File: config.mk
export PLATFORM = sky130hd
export DESIGN_NAME = fetch_unit
export DESIGN_NICKNAME = d
export VERILOG_FILES = /design/src/rtl/fetch_unit.sv
export SDC_FILE = /design/constraint.sdc
export NUM_CORES = 1
export LEC_CHECK = 0
export CORE_MARGIN = 10
export CORE_UTILIZATION = 35
export DETAILED_ROUTE_END_ITERATION = 8
export PLACE_DENSITY_LB_ADDON = 0.15
export SKIP_LAST_GASP = 1
export SLEW_MARGIN = 20
export SYNTH_ARGS = -nofsm -noshare
export SYNTH_HDL_FRONTEND = slang
export SYNTH_SLANG_ARGS = --single-unit
File: constraint.sdc
create_clock -name clk -period 1.55 [get_ports clk]
set_input_delay 0.155 -clock clk [delete_from_list [all_inputs] [get_ports clk]]
set_output_delay 0.155 -clock clk [all_outputs]
set_load 0.02 [all_outputs]
File: src/rtl/fetch_unit.sv
// rtl/fetch_unit.sv - Instruction fetch sequencer between the PC and decode
//
// Latches the PC as the fetch address, runs a req/ack read to program memory,
// captures the returned word in the instruction register, pulses the PC
// increment, and offers the instruction to decode with a valid/ready handshake.
//
// Parameters:
//   DATA_W          instruction / memory data width
//   ADDR_W          memory address width (matches PC width)
//   TIMEOUT_CYCLES  REQ cycles without mem_ack before giving up (1..255);
//                   only used when FETCH_TIMEOUT_EN is defined
//
// Ports:
//   clk        clock, rising edge
//   rst        asynchronous active-low reset
//   fetch_en   permit starting a new fetch
//   pc_in      current PC value
//   pc_inc     one-cycle PC increment strobe (combinational)
//   mem_addr   registered fetch address
//   mem_req    registered read request
//   mem_ack    one-cycle read completion, mem_rdata valid with it
//   mem_rdata  instruction word from memory
//   ir_out     instruction register
//   ir_valid   ir_out holds an unconsumed instruction
//   ir_ready   decode accepts ir_out this cycle
//   flush      discard the held or in-flight instruction
//   busy       sequencer not idle
//   fetch_err  sticky fetch timeout flag (0 unless FETCH_TIMEOUT_EN)
//
// Optional feature macro: FETCH_TIMEOUT_EN

module fetch_unit #(
    parameter int DATA_W         = 16,
    parameter int ADDR_W         = 16,
    parameter int TIMEOUT_CYCLES = 15
) (
    input  logic              clk,
    input  logic              rst,
    input  logic              fetch_en,
    input  logic [ADDR_W-1:0] pc_in,
    output logic              pc_inc,
    output logic [ADDR_W-1:0] mem_addr,
    output logic              mem_req,
    input  logic              mem_ack,
    input  logic [DATA_W-1:0] mem_rdata,
    output logic [DATA_W-1:0] ir_out,
    output logic              ir_valid,
    input  logic              ir_ready,
    input  logic              flush,
    output logic              busy,
    output logic              fetch_err
);

    typedef enum logic [1:0] {
        IDLE = 2'd0,
        REQ  = 2'd1,
        HOLD = 2'd2
    } state_t;

    generate
        if (TIMEOUT_CYCLES < 1 || TIMEOUT_CYCLES > 255) begin : g_bad_timeout
            $error("fetch_unit: TIMEOUT_CYCLES must be in 1..255");
        end
    endgenerate

    state_t            state_q, state_d;
    logic [ADDR_W-1:0] mem_addr_d;
    logic              mem_req_d;
    logic [DATA_W-1:0] ir_out_d;
    logic              ir_valid_d;
    // Set when a flush arrives while the read is still outstanding; the
    // returning data is then thrown away instead of being loaded.
    logic              drop_q, drop_d;
    logic              start_ok;

`ifdef FETCH_TIMEOUT_EN
    localparam logic [7:0] TIMEOUT_LAST = 8'(TIMEOUT_CYCLES - 1);
    logic [7:0] cnt_q, cnt_d;
    logic       err_q, err_d;

    assign start_ok  = fetch_en & ~err_q;
    assign fetch_err = err_q;
`else
    assign start_ok  = fetch_en;
    assign fetch_err = 1'b0;
`endif

    assign busy = (state_q != IDLE);

    always_comb begin
        state_d    = state_q;
        mem_addr_d = mem_addr;
        mem_req_d  = mem_req;
        ir_out_d   = ir_out;
        ir_valid_d = ir_valid;
        drop_d     = drop_q;
        pc_inc     = 1'b0;
`ifdef FETCH_TIMEOUT_EN
        cnt_d      = cnt_q;
        err_d      = err_q;
`endif

        case (state_q)
            IDLE: begin
                if (start_ok) begin
                    mem_addr_d = pc_in;
                    mem_req_d  = 1'b1;
                    drop_d     = 1'b0;
                    state_d    = REQ;
`ifdef FETCH_TIMEOUT_EN
                    cnt_d      = 8'd0;
`endif
                end
            end

            REQ: begin
                if (mem_ack) begin
                    mem_req_d = 1'b0;
                    drop_d    = 1'b0;
                    // A flush in the ack cycle itself also discards the word.
                    if (drop_q || flush) begin
                        state_d = IDLE;
                    end else begin
                        ir_out_d   = mem_rdata;
                        ir_valid_d = 1'b1;
                        pc_inc     = rst;
                        state_d    = HOLD;
                    end
                end else begin
                    if (flush) begin
                        drop_d = 1'b1;
                    end
`ifdef FETCH_TIMEOUT_EN
                    // This cycle brings the count to TIMEOUT_CYCLES.
                    if (cnt_q == TIMEOUT_LAST) begin
                        err_d     = 1'b1;
                        mem_req_d = 1'b0;
                        drop_d    = 1'b0;
                        state_d   = IDLE;
                    end else begin
                        cnt_d = cnt_q + 8'd1;
                    end
`endif
                end
            end

            HOLD: begin
                if (flush) begin
                    ir_valid_d = 1'b0;
                    state_d    = IDLE;
                end else if (ir_ready) begin
                    ir_valid_d = 1'b0;
                    if (fetch_en) begin
                        // pc_in was incremented on the edge that loaded ir_out.
                        mem_addr_d = pc_in;
                        mem_req_d  = 1'b1;
                        drop_d     = 1'b0;
                        state_d    = REQ;
`ifdef FETCH_TIMEOUT_EN
                        cnt_d      = 8'd0;
`endif
                    end else begin
                        state_d = IDLE;
                    end
                end
            end

            default: begin
                state_d   = IDLE;
                mem_req_d = 1'b0;
            end
        endcase
    end

    always_ff @(posedge clk or negedge rst) begin
        if (!rst) begin
            state_q  <= IDLE;
            mem_addr <= '0;
            mem_req  <= 1'b0;
            ir_out   <= '0;
            ir_valid <= 1'b0;
            drop_q   <= 1'b0;
`ifdef FETCH_TIMEOUT_EN
            cnt_q    <= 8'd0;
            err_q    <= 1'b0;
`endif
        end else begin
            state_q  <= state_d;
            mem_addr <= mem_addr_d;
            mem_req  <= mem_req_d;
            ir_out   <= ir_out_d;
            ir_valid <= ir_valid_d;
            drop_q   <= drop_d;
`ifdef FETCH_TIMEOUT_EN
            cnt_q    <= cnt_d;
            err_q    <= err_d;
`endif
        end
    end

endmodule

[After elaboration in Yosys (flattened, before gate mapping)]
Cells that the tools add are included.
Storage, ports and cells
  register bits: 37
  word-level logic and storage cells: 58
Operators by class
  equal/unequal tests: 9
  multiplexer cells: 30
  bitwise logic cells: 1
  reductions and logical operators: 12
Operators with widths (number)
  $mux W16: 3
  $pmux W16 S2: 1
  $mux W1: 17
  $reduce_and A3 Y1: 4
  $mux W2: 5
  $ne A2 B2 Y1 const B: 5
  $reduce_and A4 Y1: 2
  $ne A3 B3 Y1 const B: 2
  $pmux W1 S3: 2
  $pmux W2 S3: 1
  $reduce_bool A2 Y1: 3
  $reduce_bool A3 Y1: 1
  $eq A2 B1 Y1 const B: 1
  $eq A2 B2 Y1 const B: 1
  $logic_not A2 Y1: 1
  $pmux W1 S2: 1
  $logic_or A1 B1 Y1: 1
  $not A1 Y1: 1

[Logic depth before layout (Yosys ltp)]
  word-level depth: 4
  depth in mapped cells: 5
  depth with buffers taken out: 3

[Worst setup path after synthesis]
OpenSTA, ideal clock, no wires.
  path kind: register to register
  start point: register state_q[0]
  end point: register mem_addr[10]
  setup time: 0.127 ns
  arrival time: 1.327 ns
  slack: 0.096 ns
  stages on the path, launching flop included: 5
  path buffers: 1
  period minus slack after synthesis: 1.454 ns
  cell sequence: dfrtp_1 > nand2b_1 > a21oi_4 > buf_6 > mux2_1
On the way
  cells in the longest elaborated chain, start to end: 3
  elaborated cells between the ends (all ways): 7
  those cells by class: 3 x eq/ne; 1 x mux; 3 x reduce/logical
Ends and longest elaborated chain
  start: declaration: line 66  | state_t state_q, state_d;
  start signal: assignment: line 188  | state_q <= state_d;
  $eq A2 B2 Y1 or $logic_not A2 Y1 (tied branches): line 103  | case (state_q)
  $ne A2 B2 Y1 (no line) or $reduce_bool A2 Y1 (tied branches)
  $reduce_and A3 Y1 (no line)
  end signal: assignment: line 189  | mem_addr <= mem_addr_d;
  end: declaration: line 42  | output logic [ADDR_W-1:0] mem_addr,
Several ways; a longest one is shown, not always the timed one.
A chain may end at the register's enable or synchronous reset.

[Final worst setup path]
  start point: register state_q[0]
  end point: register mem_addr[2]
Same word-level chain as after synthesis.

==> results.md <==
- The total wire length is 4250 um.
- After detailed routing, the number of vias per cell comes to 4.75.
- The number of cells on the worst reg-to-reg path is 5.
- The layout has 333 filler cells.
- Counting flops with a built-in enable in the synthesized netlist gives 0.
- The total area of multi-input combinational cells is 563 um^2.
- The clock sink total is 37.
- Power comes to 0.00470 W.
- TritonCTS created 5 clock buffers.
- VDD sags by at most 906 uV.
- The biggest fanout along the worst timing path is 4.
- The most common flop cell mapped by yosys is dfrtp_1.
- Counting instances in the post-synthesis netlist gives the leading cell types as dfrtp_1, mux2_2, mux2_1, mux2_4.
- The flow ran to the end, and the final reports show no timing, DRC or antenna violations.
- The initial antenna violation count is 0.
- After global routing the overflow that remains totals 0.
- Global routing used 19.2% of the available met2 tracks.
- The congestion estimate from routability-driven global placement came to 0.740.
- The area share of the largest cell type after synthesis is 61.3%.
- In the post-synthesis netlist, the biggest area contributors are dfrtp_1, mux2_2, mux2_4.
- The number of pins with negative max-slew slack in the final report is 0.
- The repair_antennas step left the layout with diodes totalling 0.
- Summed over all cells, the static leakage comes to 1.10 nW.
- The area of all placed cells without fillers is 2530 um^2.
- After detailed routing, the average wire length per cell comes to 17.6 um.
- In this run, the number of DRC markers left after iteration 0 of detailed routing was 70.
- The cell area after placement is 2340 um^2.
- Input and output buffers added on the ports amount to 73.
- The H-tree was split into 2 levels.
- For met3 alone, demand over resource in global routing was 6.91%.
- Cells with a size suffix above 1 make up 31.4% of the layout.
- The total number of vias is 1144.
- The final-report hold violation count is 0.
- In this run the standard cell core region covers 4090 um^2.
- The die width is 85.7 um.
- STA classifies the critical path startpoint as a flop.
- Setup repair after global routing could not meet its margin everywhere.
- The number of nets produced by synthesis is 135.
- Clock tree synthesis selected as its root buffer the cell clkbuf_8.
- In this run the vertical extent of the chip is 85.7 um.
- The global-route usage over all layers is 11.4%.
- Once the floorplan was initialized, standard cells occupied 37.0% of the core.
- For this run, the post-layout net count is 228.
- The synthesized area is 1510 um^2.
- For this run, the top clock speed supported by timing is 655 MHz.
- For this design the top-level I/O count stands at 75.
- The maximum number of pins on one net before global-route repair is 38.
- The worst-skew pair later-pin latency is 280 ps.
- The growth of design area from synthesis to finish is 67.4%.
- The number of distinct standard cells referenced by the synthesized netlist is 24.
- In the routed design, unresolved DRC markers number 0.
- The origin of the critical flop-to-flop path is state_q[0].
- The area enclosed by the die boundary is 7350 um^2.
- The sequential cell area is 926 um^2.
- The number of nets with antenna violations after routing is 0.
- The worst setup path category is reg2reg.
- The post-synthesis async set-or-reset flop share is 100%.
- After routing, the total negative slack on setup checks comes to 0 ps.
- The endpoint identified for the worst register-to-register timing path is mem_addr[2].
- The total of flip-flops plus latches after synthesis is 37.
- The areal power density over the cells is 1860 nW/um^2.
- Counting every instance in the synthesized netlist gives 97.
- After layout, the worst setup slack is 23.9 ps.
- In this run the most used layer during global routing was met2.
- The cell with the most instances after synthesis is dfrtp_1.
- STA classifies the critical path endpoint as a flop.
- The floorplan has 23 rows.
- Each instance of the synthesized netlist takes up on average 15.6 um^2.
- The tightest min-delay check is of the in2async type.
- After clock tree synthesis, the clock-pin slew on the worst setup and hold paths is 70 ps.
- OpenSTA, run right after detailed placement, puts the worst setup slack at -293 ps.
- Of all cell types, the one taking the most synthesized area is dfrtp_1.
- The clock passes through at most 2 buffers.
- For the finished layout, the period the worst path requires is 1530 ps.
- The wire length of the first global-routing pass is 6620 um.
- The post-route clock skew is 6.14 ps.
- Global routing used 11.8% of the available met1 tracks.
- The reported max-cap violation count is 0.
- The internal reg-to-reg setup slack is 20 ps.
- Data arrives at the worst endpoint at 1690 ps.
- The final setup violation count is 0.
- TritonCTS built the clock tree.
- The share of synthesized area occupied by flip-flops and latches is 61.3%.
- The Yosys step of the flow raised 0 warnings.
- The via count of the first global-routing pass is 1317.
- The half-perimeter wire length after placement is 3190 um.
- The worst path required time is 1710 ps.
- The first detailed-routing pass ran for 4 iterations.
- The part of the cycle the worst path needs is 98.5%.
-- cells in the final DEF (no fill, tap or decap), types with 3 or more instances in the layout --
cell type	instances
mux2_1	4
buf_4	12
dfrtp_1	37
mux2_4	12
mux2_2	16
clkdlybuf4s50_1	70
clkbuf_1	3
clkbuf_8	5
o21ai_0	3
-- metrics by stage --
| stage | instances | util (%) | hold slack, ps |
|---|---|---|---|
| finish | 241 | 61.9 | 476 |
| detailed placement | 227 | 57.4 | 256 |
| global route | 241 | 61.9 | 480 |
| floorplan | 97 | - | -141 |
| global placement | 227 | 57.4 | 256 |
| CTS | 236 | 59.6 | 466 |
-- worst max path at each step --
stage	startpoint	to	cells after the start
floorplan	state_q[0]	mem_addr[10]	4
global placement	mem_ack	pc_inc	4
detailed placement	flush	pc_inc	5
CTS	drop_q	pc_inc	4
global route	state_q[0]	mem_addr[1]	5
finish	state_q[0]	mem_addr[2]	5
-- registers in the layout (all words and copies together), names as in the netlist --
name	cells
drop_q	1
mem_addr	16
ir_out	16
mem_req	1
state_q	2
ir_valid	1
-- final cells by class --
| type | count | share of cell area [%] |
|---|---|---|
| clock buffer | 8 | 3.17 |
| inverter | 3 | 0.445 |
| multi-input combinational | 53 | 22.3 |
| sequential | 37 | 36.6 |
| tap | 50 | 2.47 |
| timing repair buffer | 90 | 35.1 |
-- logic make-up after synthesis --
kind of cell | share of synthesized area [%]
muxes | 25.6
AOI/OAI and AO/OA | 5.13
buffers and inverters | 4.06
and+or+nand+nor | 3.72
DFF | 61.3
other | 0.248
-- report_power, final --
part	internal [W]	total, W	switching [W]
clock network	0.000319	0.000621	0.000302
registers	0.00140	0.00163	0.000232
logic	0.00138	0.00244	0.00107
total	0.00310	0.00470	0.00160
-- critical path, stage by stage, from the launching register on --
cell and delay [ps]:
dfrtp_1 420, buf_6 140, nand2b_4 140, a21oi_4 200
buf_4 180, mux2_2 330
-- what timing repair did --
action | CTS | global route
hold buffers | 1 | 0
endpoints found under the hold margin | 37 | 0
pin swaps | 0 | 1
setup endpoints to repair | 8 | 33
gates cloned | 0 | 1
gates resized for setup | 3 | 13
setup buffers | 0 | 4
-- per-layer routing --
metal | up-vias | wire, um
met2 | 56 | 2080
met1 | 562 | 1720
met4 | 0 | 25
met5 | - | 0
li1 | 522 | -
met3 | 4 | 421
No activity file was read; power rests on OpenSTA's default activity.
